`src/rtl/vga_timing_if.sv`:
```
// VGA raster timing bundle.
// Carries the pixel enable, the current raster coordinates and the decoded sync,
// blanking and frame-start strobes from the timing generator to its consumers.
//   pixel_clk   - 25 MHz pixel enable / DAC pixel clock
//   DrawX       - horizontal count, 0..H_TOTAL-1
//   DrawY       - vertical count, 0..V_TOTAL-1
//   hs, vs      - active-low syncs (vs doubles as the sprite-motion frame clock)
//   blank_n     - high inside the visible area
//   frame_start - one-Clk pulse when the raster returns to (0, 0)
interface vga_timing_if;
    logic       pixel_clk;
    logic [9:0] DrawX;
    logic [9:0] DrawY;
    logic       hs;
    logic       vs;
    logic       blank_n;
    logic       frame_start;

    modport master (
        output pixel_clk,
        output DrawX,
        output DrawY,
        output hs,
        output vs,
        output blank_n,
        output frame_start
    );

    modport slave (
        input pixel_clk,
        input DrawX,
        input DrawY,
        input hs,
        input vs,
        input blank_n,
        input frame_start
    );
endinterface

```
`src/rtl/vga_timing_gen.sv`:
```
// VGA raster timing generator (640x480 @ 60 Hz from a 50 MHz clock by default).
// A pixel enable toggles every Clk; the horizontal/vertical counters advance on
// the edges where the enable is already high, so each pixel lasts two Clk cycles.
// Ports:
//   Clk   - 50 MHz system clock
//   Reset - synchronous, active-low reset
//   vga   - timing outputs (see vga_timing_if)
module vga_timing_gen #(
    parameter int unsigned H_VISIBLE = 640,
    parameter int unsigned H_FRONT   = 16,
    parameter int unsigned H_SYNC    = 96,
    parameter int unsigned H_BACK    = 48,
    parameter int unsigned V_VISIBLE = 480,
    parameter int unsigned V_FRONT   = 10,
    parameter int unsigned V_SYNC    = 2,
    parameter int unsigned V_BACK    = 33
) (
    input  logic          Clk,
    input  logic          Reset,
    vga_timing_if.master  vga
);

    localparam int unsigned H_TOTAL = H_VISIBLE + H_FRONT + H_SYNC + H_BACK;
    localparam int unsigned V_TOTAL = V_VISIBLE + V_FRONT + V_SYNC + V_BACK;

    localparam logic [9:0] H_LAST     = 10'(H_TOTAL - 1);
    localparam logic [9:0] V_LAST     = 10'(V_TOTAL - 1);
    localparam logic [9:0] H_VIS_END  = 10'(H_VISIBLE);
    localparam logic [9:0] V_VIS_END  = 10'(V_VISIBLE);
    localparam logic [9:0] HS_START   = 10'(H_VISIBLE + H_FRONT);
    localparam logic [9:0] HS_END     = 10'(H_VISIBLE + H_FRONT + H_SYNC);
    localparam logic [9:0] VS_START   = 10'(V_VISIBLE + V_FRONT);
    localparam logic [9:0] VS_END     = 10'(V_VISIBLE + V_FRONT + V_SYNC);

    logic       pclk_q, pclk_d;
    logic [9:0] hc_q, hc_d;
    logic [9:0] vc_q, vc_d;
    logic       hs_q, hs_d;
    logic       vs_q, vs_d;
    logic       blank_n_q, blank_n_d;
    logic       fs_q, fs_d;

    always_comb begin
        pclk_d = ~pclk_q;
        hc_d   = hc_q;
        vc_d   = vc_q;
        fs_d   = 1'b0;

        if (pclk_q) begin
            if (hc_q == H_LAST) begin
                hc_d = 10'd0;
                if (vc_q == V_LAST) begin
                    vc_d = 10'd0;
                    fs_d = 1'b1;
                end else begin
                    vc_d = vc_q + 10'd1;
                end
            end else begin
                hc_d = hc_q + 10'd1;
            end
        end

        // Decode from the next counts so the registered strobes line up with DrawX/DrawY.
        hs_d      = ~((hc_d >= HS_START) && (hc_d < HS_END));
        vs_d      = ~((vc_d >= VS_START) && (vc_d < VS_END));
        blank_n_d = (hc_d < H_VIS_END) && (vc_d < V_VIS_END);
    end

    always_ff @(posedge Clk) begin
        if (!Reset) begin
            pclk_q    <= 1'b0;
            hc_q      <= 10'd0;
            vc_q      <= 10'd0;
            hs_q      <= 1'b1;
            vs_q      <= 1'b1;
            blank_n_q <= 1'b1;
            fs_q      <= 1'b0;
        end else begin
            pclk_q    <= pclk_d;
            hc_q      <= hc_d;
            vc_q      <= vc_d;
            hs_q      <= hs_d;
            vs_q      <= vs_d;
            blank_n_q <= blank_n_d;
            fs_q      <= fs_d;
        end
    end

    assign vga.pixel_clk   = pclk_q;
    assign vga.DrawX       = hc_q;
    assign vga.DrawY       = vc_q;
    assign vga.hs          = hs_q;
    assign vga.vs          = vs_q;
    assign vga.blank_n     = blank_n_q;
    assign vga.frame_start = fs_q;

endmodule

```
`src/flat_wrapper.sv`:
```
// flat-port wrapper written by rule: the top's interface ports become plain ports
module vga_timing_gen_flat 
#(
    parameter int unsigned H_VISIBLE = 640,
    parameter int unsigned H_FRONT   = 16,
    parameter int unsigned H_SYNC    = 96,
    parameter int unsigned H_BACK    = 48,
    parameter int unsigned V_VISIBLE = 480,
    parameter int unsigned V_FRONT   = 10,
    parameter int unsigned V_SYNC    = 2,
    parameter int unsigned V_BACK    = 33
)
  (Clk, Reset, vga_pixel_clk, vga_DrawX, vga_DrawY, vga_hs, vga_vs, vga_blank_n, vga_frame_start);
  vga_timing_if vga_i ();
  input  logic Clk;
  input  logic Reset;
  output wire logic [$bits(vga_i.pixel_clk)-1:0] vga_pixel_clk;
  output wire logic [$bits(vga_i.DrawX)-1:0] vga_DrawX;
  output wire logic [$bits(vga_i.DrawY)-1:0] vga_DrawY;
  output wire logic [$bits(vga_i.hs)-1:0] vga_hs;
  output wire logic [$bits(vga_i.vs)-1:0] vga_vs;
  output wire logic [$bits(vga_i.blank_n)-1:0] vga_blank_n;
  output wire logic [$bits(vga_i.frame_start)-1:0] vga_frame_start;
  assign vga_pixel_clk = vga_i.pixel_clk;
  assign vga_DrawX = vga_i.DrawX;
  assign vga_DrawY = vga_i.DrawY;
  assign vga_hs = vga_i.hs;
  assign vga_vs = vga_i.vs;
  assign vga_blank_n = vga_i.blank_n;
  assign vga_frame_start = vga_i.frame_start;
  vga_timing_gen #(.H_VISIBLE(H_VISIBLE), .H_FRONT(H_FRONT), .H_SYNC(H_SYNC), .H_BACK(H_BACK), .V_VISIBLE(V_VISIBLE), .V_FRONT(V_FRONT), .V_SYNC(V_SYNC), .V_BACK(V_BACK)) u_core (.Clk(Clk), .Reset(Reset), .vga(vga_i));
endmodule
```
`config.mk`:
```
export PLATFORM = sky130hd
export DESIGN_NAME = vga_timing_gen_flat
export DESIGN_NICKNAME = d
export VERILOG_FILES = /design/src/rtl/vga_timing_if.sv /design/src/rtl/vga_timing_gen.sv /design/src/flat_wrapper.sv
export SDC_FILE = /design/constraint.sdc
export NUM_CORES = 1
export LEC_CHECK = 0
export BUFFER_PORTS_ARGS = -buffer_cell sky130_fd_sc_hd__buf_2
export CAP_MARGIN = 20
export CORE_ASPECT_RATIO = 0.5
export CORE_MARGIN = 5
export CORE_UTILIZATION = 30
export CTS_CLUSTER_DIAMETER = 80
export DETAILED_ROUTE_END_ITERATION = 7
export REMOVE_ABC_BUFFERS = 1
export SLEW_MARGIN = 15
export SYNTH_ARGS = -nofsm -noshare
export SYNTH_HDL_FRONTEND = slang
export SYNTH_SLANG_ARGS = --single-unit
```
`constraint.sdc`:
```
create_clock -name Clk -period 4.1 [get_ports Clk]
set_input_delay 0.41 -clock Clk [delete_from_list [all_inputs] [get_ports Clk]]
set_output_delay 0.41 -clock Clk [all_outputs]
set_load 0.01 [all_outputs]
```
==> run_results.csv <==
group,metric,value,unit
status,status,"completed",
place,dp_slack,1.68,ns
floorplan,die_x,105,um
synth,syn_inst,161,
detailed_routing,drc,0,
synth,synth_top_family_by_area,"simple AND/OR/NAND/NOR gates",
clock_tree,clkTransAtPathRegs,0.09,ns
hold_path,hold_path_class,"in2reg",
clock_tree,post_cts_buffers,0,
final_layout,area_delta_synth_final,16.4,%
synth,synth_cell_types,38,
synth,synth_ff_type,"dfxtp_1",
sta,report.final.slew_viol_count,0,
synth,synth_enable_flop_cells,0,
sta,min_period,2.41,ns
final_layout,nets,192,
place,dp_hpwl,2260,um
detailed_routing,dr.pass1.iters,4,
floorplan,row_count,17,
global_routing,grt_max_degree,16,
setup_path,critical_path_class,"reg2reg",
setup_path,crit_path_max_fanout,10,
global_routing,grt_overflow_total,0,
final_layout,filler_cell_count,443,
synth,synth.area.mux_share,0.747,%
floorplan,die_h,57.3,um
setup_path,arrival,2.54,ns
clock_tree,cts-hold-fix-buffers,0,
sta,fin_crit_sh,58.7,%
sta,skew,0.00382,ns
setup_path,crit_slowest_cell,"nor4_4",
clock_tree,clk_path_buf_depth,2,
synth,synth-simple-area-share,37.0,%
sta,rsz0062_at_grt,"no",
sta,relSlewSlack,55.2,%
final_layout,drive_gt1_share,19.4,%
synth,synthXorXnorAreaFrac,8.50,%
synth,synth_compound_area_share,10.5,%
detailed_routing,drt-total-wl,2990,um
setup_path,critPathCaptureType,"flop",
synth,syn_area_per_cell,8.32,um^2
synth,async_flop_share,0,%
clock_tree,htreeDepth,1,
detailed_routing,vias,1203,
global_routing,grt_pass1_wl,5060,um
setup_path,worstPathRequired,4.24,ns
sta,tightest_slew,0.666,ns
sta,setup-violations-final,0,
sta,fin_tns_setup,0,ns
power,p_per_area,261,nW/um^2
final_layout,final_common_cell,"buf_2",
synth,syn-cell-area,1340,um^2
sta,hold-worst-slack,0.516,ns
clock_tree,cts_buffers,3,
clock_tree,cts_root_buffer,"clkbuf_8",
detailed_routing,ant_nets,0,
setup_path,path_common_cell,"nand2_1",
detailed_routing,wl_per_cell,12.3,um
setup_path,start_kind,"flop",
clock_tree,clk_latency,0.27,ns
sta,worst_slack,1.69,ns
sta,fmax,416,MHz
final_layout,n_antenna_cell,0,
synth,ys_seq_area_share,37.3,%
setup_path,slowest_delay,0.57,ns
floorplan,start_util,30.7,%
synth,ys_ff_latch,25,
floorplan,ios,27,
synth,yosysWarnings,0,
place,place_congestion,0.803,
global_routing,grt_pass1_vias,1137,
final_layout,final_cell_mix,"26 x buf_2, 25 x dfxtp_1, 21 x nor2_1, 17 x nand2_1, 11 x nand3_1",
detailed_routing,first_iter_violations,80,
clock_tree,cts_tree,"yes",
final_layout,utilization,35.8,%
clock_tree,ctsResizeCount,0,
place,place.port_buffers,26,
detailed_routing,vias_per_cell,4.95,
sta,hold_violations,0,
global_routing,grt_usage,10.2,%
power,p_leak,0.566,nW
floorplan,die_area,5980,um^2
clock_tree,cts.sinks,25,
global_routing,grt_antenna_before_repair,0,
floorplan,core_area,4360,um^2
job,max-cap-violations,0,
setup_path,path_cells,"ha_1 -> nand2_1 -> nor4_4 -> nand2_1 -> xor2_1 -> nor4b_1 -> nand3_1",
synth,synth-adder-area-share,2.80,%
power,ir_drop,115,uV
[flip-flops by register name, indices dropped and copies added (netlist names)]
name / count
u_core.vga.frame_start: 1
u_core.vga.blank_n: 1
u_core.vga.DrawY: 10
u_core.vga.vs: 1
u_core.vga.DrawX: 10
u_core.vga.hs: 1
u_core.vga.pixel_clk: 1
[stage by stage]
step / area [um^2] / std cells / power (mW)
after floorplan: 1310 / 156 / 0.260
after global placement: 1510 / 239 / 0.266
after detailed placement: 1510 / 239 / 0.266
after CTS: 1560 / 243 / 0.414
after global routing: 1560 / 243 / 0.429
final: 1560 / 243 / 0.406
[worst max-delay path, delay by kind of cell, from the launching register on]
family | cells | cell delay, ns
and+or+nand+nor | 5 | 1.42
xor gates and xnor gates | 1 | 0.18
adders and majority gates | 1 | 0.26
DFF | 1 | 0.41
[per-layer routing]
metal  up-vias  wire length, um  GRT usage [%]
met5         -                0              0
met4         0               14           2.77
met3         2               86           2.82
met2        18             1380           18.0
met1       570             1500           12.3
li1        613                -              -
[kinds of logic (layout without fill, tap and decap cells)]
logic type / count (synthesis) / after routing
compound gates: 22 / 22
buf+inv: 9 / 34
simple gates: 88 / 88
flops: 25 / 25
mux: 1 / 1
xor+xnor: 13 / 13
fa+ha+maj: 3 / 3
[cells in the mapped netlist, types with 2 or more instances]
master,number,area (um^2)
and3_1,4,25.0
and2_1,2,12.5
nand3_1,11,55.1
nand4_1,6,37.5
xor2_1,4,35.0
o21ai_0,5,25.0
inv_1,4,15.0
a31oi_1,2,12.5
ha_1,3,37.5
nand2b_1,7,43.8
nor2_1,21,78.8
nand2_1,17,63.8
dfxtp_1,25,500
xnor2_1,9,78.8
clkbuf_1,3,11.3
a21boi_0,6,45.0
a21oi_1,5,25.0
nor3b_1,2,15.0
nor3_1,4,20.0
nor2b_1,3,18.8
[cell type report]
class	instances	area, um^2	area share, %
Clock buffer	3	41.3	2.65
Clock inverter	1	5.00	0.321
Inverter	4	15.0	0.962
Multi-Input combinational cell	127	797	51.1
Sequential cell	25	500	32.1
Tap cell	57	71.3	4.57
Timing Repair Buffer	26	130	8.34
[where the power goes]
part	internal (mW)	total, mW	switching (mW)
registers	0.245	0.248	0.00368
logic	0.00509	0.0124	0.00729
clock network	0.0680	0.146	0.0778
[path summary, 6_finish.rpt]
kind | startpoint | end | slack (ns) | cells after the start
setup / recovery | u_core.vga.DrawX[0] | u_core.vga.vs | 1.69 | 7
hold / removal | Reset | u_core.vga.DrawX[1] | 0.52 | 2
setup reg to reg | u_core.vga.DrawX[0] | u_core.vga.vs | 1.69 | 7
hold reg to reg | u_core.vga.DrawX[1] | u_core.vga.DrawX[1] | 0.54 | 2
No activity file was read; power rests on OpenSTA's default activity.
